===== src/rtl/clock_ratio_monitor.sv =====
// clock_ratio_monitor
// Samples a divided clock as data in the clk_in domain, measures its period
// and high time in clk_in cycles, and confirms it against an expected divide
// ratio. Reports lock, sticky mismatch (disagreement while locked) and stall
// (no rising edge within MAX_DIV cycles).
module clock_ratio_monitor #(
  parameter int MAX_DIV     = 256,
  parameter int LOCK_COUNT  = 4,
  parameter int SYNC_STAGES = 2,
  localparam int CWIDTH     = $clog2(MAX_DIV + 1)
) (
  input  logic              clk_in,
  input  logic              rst_n,
  input  logic              clk_mon,
  input  logic              enable,
  input  logic [CWIDTH-1:0] expected_div,
  output logic [CWIDTH-1:0] period,
  output logic [CWIDTH-1:0] high_cycles,
  output logic              meas_valid,
  output logic              locked,
  output logic              mismatch,
  output logic              stalled
);

  localparam logic [CWIDTH-1:0] CNT_ZERO    = CWIDTH'(0);
  localparam logic [CWIDTH-1:0] CNT_ONE     = CWIDTH'(1);
  localparam logic [CWIDTH-1:0] MAX_CNT     = CWIDTH'(MAX_DIV);
  // ALIGN counts from 0, so MAX_DIV waiting cycles end when cnt hits MAX_DIV-1
  localparam logic [CWIDTH-1:0] ALIGN_LIMIT = CWIDTH'(MAX_DIV - 1);
  localparam logic [3:0]        LOCK_MAX    = 4'(LOCK_COUNT);

  typedef enum logic [1:0] {
    IDLE    = 2'd0,
    ALIGN   = 2'd1,
    MEASURE = 2'd2
  } state_t;

  // Expected high time of a divide-by-div clock: the high phase takes the odd cycle
  function automatic logic [CWIDTH-1:0] high_for(input logic [CWIDTH-1:0] div);
    return div - (div >> 1);
  endfunction

  logic [SYNC_STAGES-1:0] sync_r;
  logic                   s_d_r;
  logic                   s_s;
  logic                   rise_s;
  logic                   fall_s;

  state_t            state_r,      state_nxt;
  logic [CWIDTH-1:0] cnt_r,        cnt_nxt;
  logic [CWIDTH-1:0] hcnt_r,       hcnt_nxt;
  logic [CWIDTH-1:0] h_r,          h_nxt;
  logic [CWIDTH-1:0] period_r,     period_nxt;
  logic [CWIDTH-1:0] high_r,       high_nxt;
  logic              meas_valid_r, meas_valid_nxt;
  logic              locked_r,     locked_nxt;
  logic              mismatch_r,   mismatch_nxt;
  logic              stalled_r,    stalled_nxt;
  logic [3:0]        match_cnt_r,  match_cnt_nxt;
  logic              match_s;

  // Synchronize the monitored clock and keep one delayed copy for edge detection
  always_ff @(posedge clk_in) begin
    if (!rst_n) begin
      sync_r <= '0;
      s_d_r  <= 1'b0;
    end else begin
      sync_r <= {sync_r[SYNC_STAGES-2:0], clk_mon};
      s_d_r  <= sync_r[SYNC_STAGES-1];
    end
  end

  assign s_s    = sync_r[SYNC_STAGES-1];
  assign rise_s = s_s & ~s_d_r;
  assign fall_s = ~s_s & s_d_r;

  // Next-state and next-output computation for the measurement FSM
  always_comb begin
    state_nxt      = state_r;
    cnt_nxt        = cnt_r;
    hcnt_nxt       = hcnt_r;
    h_nxt          = h_r;
    period_nxt     = period_r;
    high_nxt       = high_r;
    meas_valid_nxt = 1'b0;
    locked_nxt     = locked_r;
    mismatch_nxt   = mismatch_r;
    stalled_nxt    = stalled_r;
    match_cnt_nxt  = match_cnt_r;
    match_s        = 1'b0;

    if (!enable) begin
      state_nxt     = IDLE;
      cnt_nxt       = CNT_ZERO;
      hcnt_nxt      = CNT_ZERO;
      h_nxt         = CNT_ZERO;
      period_nxt    = CNT_ZERO;
      high_nxt      = CNT_ZERO;
      locked_nxt    = 1'b0;
      mismatch_nxt  = 1'b0;
      stalled_nxt   = 1'b0;
      match_cnt_nxt = 4'd0;
    end else begin
      case (state_r)
        IDLE: begin
          cnt_nxt   = CNT_ZERO;
          hcnt_nxt  = CNT_ZERO;
          h_nxt     = CNT_ZERO;
          state_nxt = ALIGN;
        end

        ALIGN: begin
          if (rise_s) begin
            cnt_nxt     = CNT_ONE;
            hcnt_nxt    = CNT_ONE;
            stalled_nxt = 1'b0;
            state_nxt   = MEASURE;
          end else if (cnt_r >= ALIGN_LIMIT) begin
            stalled_nxt   = 1'b1;
            locked_nxt    = 1'b0;
            match_cnt_nxt = 4'd0;
            cnt_nxt       = CNT_ZERO;
          end else begin
            cnt_nxt = cnt_r + CNT_ONE;
          end
        end

        MEASURE: begin
          // A rise on the threshold cycle still publishes (period = MAX_DIV)
          if (rise_s) begin
            period_nxt     = cnt_r;
            high_nxt       = h_r;
            meas_valid_nxt = 1'b1;
            cnt_nxt        = CNT_ONE;
            hcnt_nxt       = CNT_ONE;
            stalled_nxt    = 1'b0;
            match_s        = (cnt_r == expected_div) && (h_r == high_for(expected_div));
            if (match_s) begin
              if (match_cnt_r < LOCK_MAX) begin
                match_cnt_nxt = match_cnt_r + 4'd1;
              end else begin
                match_cnt_nxt = match_cnt_r;
              end
              locked_nxt = (match_cnt_nxt == LOCK_MAX);
            end else begin
              match_cnt_nxt = 4'd0;
              locked_nxt    = 1'b0;
              if (locked_r) begin
                mismatch_nxt = 1'b1;
              end else begin
                mismatch_nxt = mismatch_r;
              end
            end
          end else if (cnt_r >= MAX_CNT) begin
            stalled_nxt   = 1'b1;
            locked_nxt    = 1'b0;
            match_cnt_nxt = 4'd0;
            cnt_nxt       = CNT_ZERO;
            hcnt_nxt      = CNT_ZERO;
            state_nxt     = ALIGN;
          end else begin
            cnt_nxt = cnt_r + CNT_ONE;
            if (s_s) begin
              hcnt_nxt = hcnt_r + CNT_ONE;
            end else begin
              hcnt_nxt = hcnt_r;
            end
            if (fall_s) begin
              h_nxt = hcnt_r;
            end else begin
              h_nxt = h_r;
            end
          end
        end

        default: begin
          state_nxt = IDLE;
        end
      endcase
    end
  end

  // State, counter and output registers
  always_ff @(posedge clk_in) begin
    if (!rst_n) begin
      state_r      <= IDLE;
      cnt_r        <= CNT_ZERO;
      hcnt_r       <= CNT_ZERO;
      h_r          <= CNT_ZERO;
      period_r     <= CNT_ZERO;
      high_r       <= CNT_ZERO;
      meas_valid_r <= 1'b0;
      locked_r     <= 1'b0;
      mismatch_r   <= 1'b0;
      stalled_r    <= 1'b0;
      match_cnt_r  <= 4'd0;
    end else begin
      state_r      <= state_nxt;
      cnt_r        <= cnt_nxt;
      hcnt_r       <= hcnt_nxt;
      h_r          <= h_nxt;
      period_r     <= period_nxt;
      high_r       <= high_nxt;
      meas_valid_r <= meas_valid_nxt;
      locked_r     <= locked_nxt;
      mismatch_r   <= mismatch_nxt;
      stalled_r    <= stalled_nxt;
      match_cnt_r  <= match_cnt_nxt;
    end
  end

  assign period      = period_r;
  assign high_cycles = high_r;
  assign meas_valid  = meas_valid_r;
  assign locked      = locked_r;
  assign mismatch    = mismatch_r;
  assign stalled     = stalled_r;

endmodule

===== config.mk =====
export PLATFORM = sky130hd
export DESIGN_NAME = clock_ratio_monitor
export DESIGN_NICKNAME = d
export VERILOG_FILES = /design/src/rtl/clock_ratio_monitor.sv
export SDC_FILE = /design/constraint.sdc
export NUM_CORES = 1
export LEC_CHECK = 0
export CORE_MARGIN = 2
export CORE_UTILIZATION = 50
export CTS_BUF_LIST = sky130_fd_sc_hd__clkbuf_8
export DETAILED_ROUTE_END_ITERATION = 7
export HOLD_SLACK_MARGIN = 0.05
export PLACE_DENSITY = 0.83
export SYNTH_ARGS = -nofsm -noshare
export SYNTH_HDL_FRONTEND = slang
export SYNTH_SLANG_ARGS = --single-unit

===== constraint.sdc =====
create_clock -name clk_in -period 6.3 [get_ports clk_in]
set_input_delay 0.63 -clock clk_in [delete_from_list [all_inputs] [get_ports clk_in]]
set_output_delay 0.63 -clock clk_in [all_outputs]
set_load 0.1 [all_outputs]

==> reports/qor.yml <==
routing:
  drtPass1Iterations: 4
  wl_um: 7520
  ant_nets: 0
  vias: 2858
  via_per_inst: 5.70
  wl_per_cell_um: 15.0
  first_iter_violations: 170
  drc: 0
sta:
  rsz0062_at_grt: "no"
  worst_clock_skew_ns: 0.00783
  min_period_ns: 2.97
  slew_headroom: 0.348
  clock.fmax_mhz: 337
  worst_slew_pin_slew_ns: 0.975
  hold_violations: 0
  tns_ns: 0
  timing.final.crit_share: 0.471
  final_max_slew_viol_count: 0
  setup_viol: 0
logic_synthesis:
  avgSynthCellArea_um2: 8.04
  ys_types: 51
  syn_area_mm2: 0.00315
  ys_async_sr_fraction: 0
  synth_seq_cells: 58
  syn-num-nets: 422
  ys.flop_type: "dfxtp_1"
  yosysSeqAreaShare: 0.369
  synth_warnings: 0
  netlist_instances: 391
  synth_edf_count: 0
floorplanning:
  die_w_um: 83.3
  core-area_mm2: 0.00599
  rows: 28
  num_io_pins: 35
  start_util: 0.525
  die-height_um: 83.3
  die_area_mm2: 0.00694
critical_path:
  reg2reg_slack_ns: 3.35
  r2r_end: "cnt_r[2]"
  path_cells: "clkdlybuf4s50_1 > inv_1 > ha_1 > fa_1 > nand2b_1 > a21o_1 > a31o_2 > a211oi_1 > nand4_2 > o31ai_2"
  worstPathRequired_ns: 6.56
  critPathKind: "in2reg"
  critPathMaxStageDelay_ns: 0.49
  path_depth: 10
  cp_top_family: "compound AO/OA/AOI/OAI gates"
  critPathBufInv: 2
  r2r_cells: 10
  crit_path_start: "expected_div[0]"
  slowest_stage: "clkdlybuf4s50_1"
  crit_fanout: 5
  r2r_start: "cnt_r[0]"
  cp-start-kind: "primary input"
  endpoint: "locked"
  crit_arrival_ns: 3.23
  end_kind: "flop"
final_layout:
  area_growth_pct: 18.7
  antenna_cells: 0
  seq_area_mm2: 0.00116
  utilization: 0.623
  fillers: 498
  final_nets: 452
  multi_input_area_mm2: 0.00183
  drive_above_1_share: 0.0563
  design_area_mm2: 0.00373
place:
  globalplace.congestion: 0.940
  numPortBuffers: 34
  dp_hpwl_um: 5500
  place_area_mm2: 0.00351
clock_tree:
  cts-resized-gates: 0
  cts.path.max_buffers: 2
  clock-sinks: 58
  cts_buffers: 9
  clkTransAtPathRegs_ns: 0.07
  hold_buffers: 0
  postCtsSetupRepairBufs: 0
  ctsRootBufferMaster: "clkbuf_8"
  htree_levels: 3
  worstSkewPairLatency_ns: 0.34
  cts_tree: "done"
pwr:
  clkPwrFrac: 0.453
  netSwitchingFraction: 0.243
  total_power_uw: 840
  p_int_uw: 636
  vdd.ir_drop.worst_v: 0.000132
  power_density_mw_per_mm2: 225
  sequentialPowerShare: 0.440
  switching_power_uw: 204
  pwr-share-comb: 0.107
  leakagePower_uw: 0.00140
worst_hold_path:
  hp-class: "reg2reg"
status:
  status: "finished, final reports clean"
global_route:
  overflow: 0
  grt_pass1_wl_um: 12200
  grtUsageTotal: 0.215
  grt_max_degree: 37
  antenna_found_initial: 0
  grt_pass1_vias: 2614
job:
  drv_cap: 0
[area by class of cell]
type / instances / area share
Clock buffer: 10 / 0.0369
Clock inverter: 6 / 0.0218
Inverter: 23 / 0.0231
Multi-Input combinational cell: 294 / 0.489
Sequential cell: 58 / 0.311
Tap cell: 75 / 0.0251
Timing Repair Buffer: 35 / 0.0932
[cell families (layout without fill, tap and decap cells)]
| kind of cell | after synthesis | in the layout | synth area share |
|---|---|---|---|
| AOI/OAI and AO/OA | 86 | 86 | 0.171 |
| and+or+nand+nor | 155 | 155 | 0.236 |
| buffers and inverters | 39 | 74 | 0.0505 |
| muxes | 3 | 3 | 0.00955 |
| DFF | 58 | 58 | 0.369 |
| adders and majority gates | 18 | 18 | 0.0740 |
| xor gates and xnor gates | 32 | 32 | 0.0891 |
[cells in the final DEF (no fill, tap or decap), drive strengths merged, types with 3 or more instances in the layout]
cell type       n
and3            9
nor2           25
nand4           8
a22o            4
xnor2          15
nand2b          5
clkbuf         10
mux2i           3
a21oi          47
nand3          18
inv            24
nor2b           5
nand2          63
nor4            4
a21o            3
dfxtp          58
ha             17
o21ai          11
xor2           17
or2             3
clkdlybuf4s50  34
and2            6
a211oi          3
[power by group through the flow]
stage	clock (uW)	sequential, uW	combinational (uW)
3_3_place_gp	0	378	84.6
6_report	381	370	90.1
2_1_floorplan	0	379	62.5
3_5_place_dp	0	378	88.4
4_1_cts	385	370	89.0
5_1_grt	405	369	98.0
[synth_stat cells, types with 2 or more instances]
cell      number  area [um2]
o211ai_1       2        15.0
and2_1         5        31.3
a211oi_1       2        15.0
nor2b_1        5        31.3
a31oi_1        2        12.5
o21ai_0       10        50.1
nand2_1       63         236
and4_1         2        17.5
xor2_1        17         149
nand2b_1       5        31.3
xnor2_1       15         131
dfxtp_1       58        1160
or2_2          3        18.8
ha_1          17         213
and3_1         9        56.3
a22o_1         4        35.0
nor3_1         2        10.0
mux2i_1        3        30.0
a21oi_1       47         235
buf_2          4        20.0
nand3_1       18        90.1
clkbuf_1       9        33.8
a22oi_1        2        15.0
buf_1          2        7.51
nor4_1         4        25.0
nor2_1        25        93.8
nand4_1        7        43.8
nor3b_1        2        15.0
inv_1         23        86.3
a21o_1         3        22.5
[stage by stage]
stage / setup slack, ns / hold WS (ns) / cells
detailed placement: 3.02 / 0.420 / 485
finish: 3.33 / 0.437 / 501
floorplan: 3.75 / 0.412 / 391
global route: 3.14 / 0.473 / 501
global placement: 3.11 / 0.413 / 485
CTS: 3.39 / 0.444 / 501
[state kept, by name, summed over array words and instances, names as in the netlist]
name,count
cnt_r,9
h_r,9
hcnt_r,9
high_cycles,9
period,9
match_cnt_r,4
state_r,2
sync_r,2
locked,1
meas_valid,1
mismatch,1
s_d_r,1
stalled,1
[per-layer routing]
layer	track usage	vias to the layer above	wire length [um]
li1	-	1401	-
met4	0.0939	0	120
met2	0.337	90	3660
met1	0.274	1355	3370
met5	0	-	0
met3	0.0636	12	369
[worst min path at each step]
stage,startpoint,end,slack (ns),depth (start not counted)
after floorplan,sync_r[0],sync_r[1],0.41,1
after global placement,sync_r[0],sync_r[1],0.41,1
after detailed placement,sync_r[0],sync_r[1],0.42,1
after CTS,sync_r[0],sync_r[1],0.44,1
after global routing,period[1],period[1],0.47,2
final,sync_r[0],sync_r[1],0.44,1
Note: power is estimated with default switching activity, not from simulation.
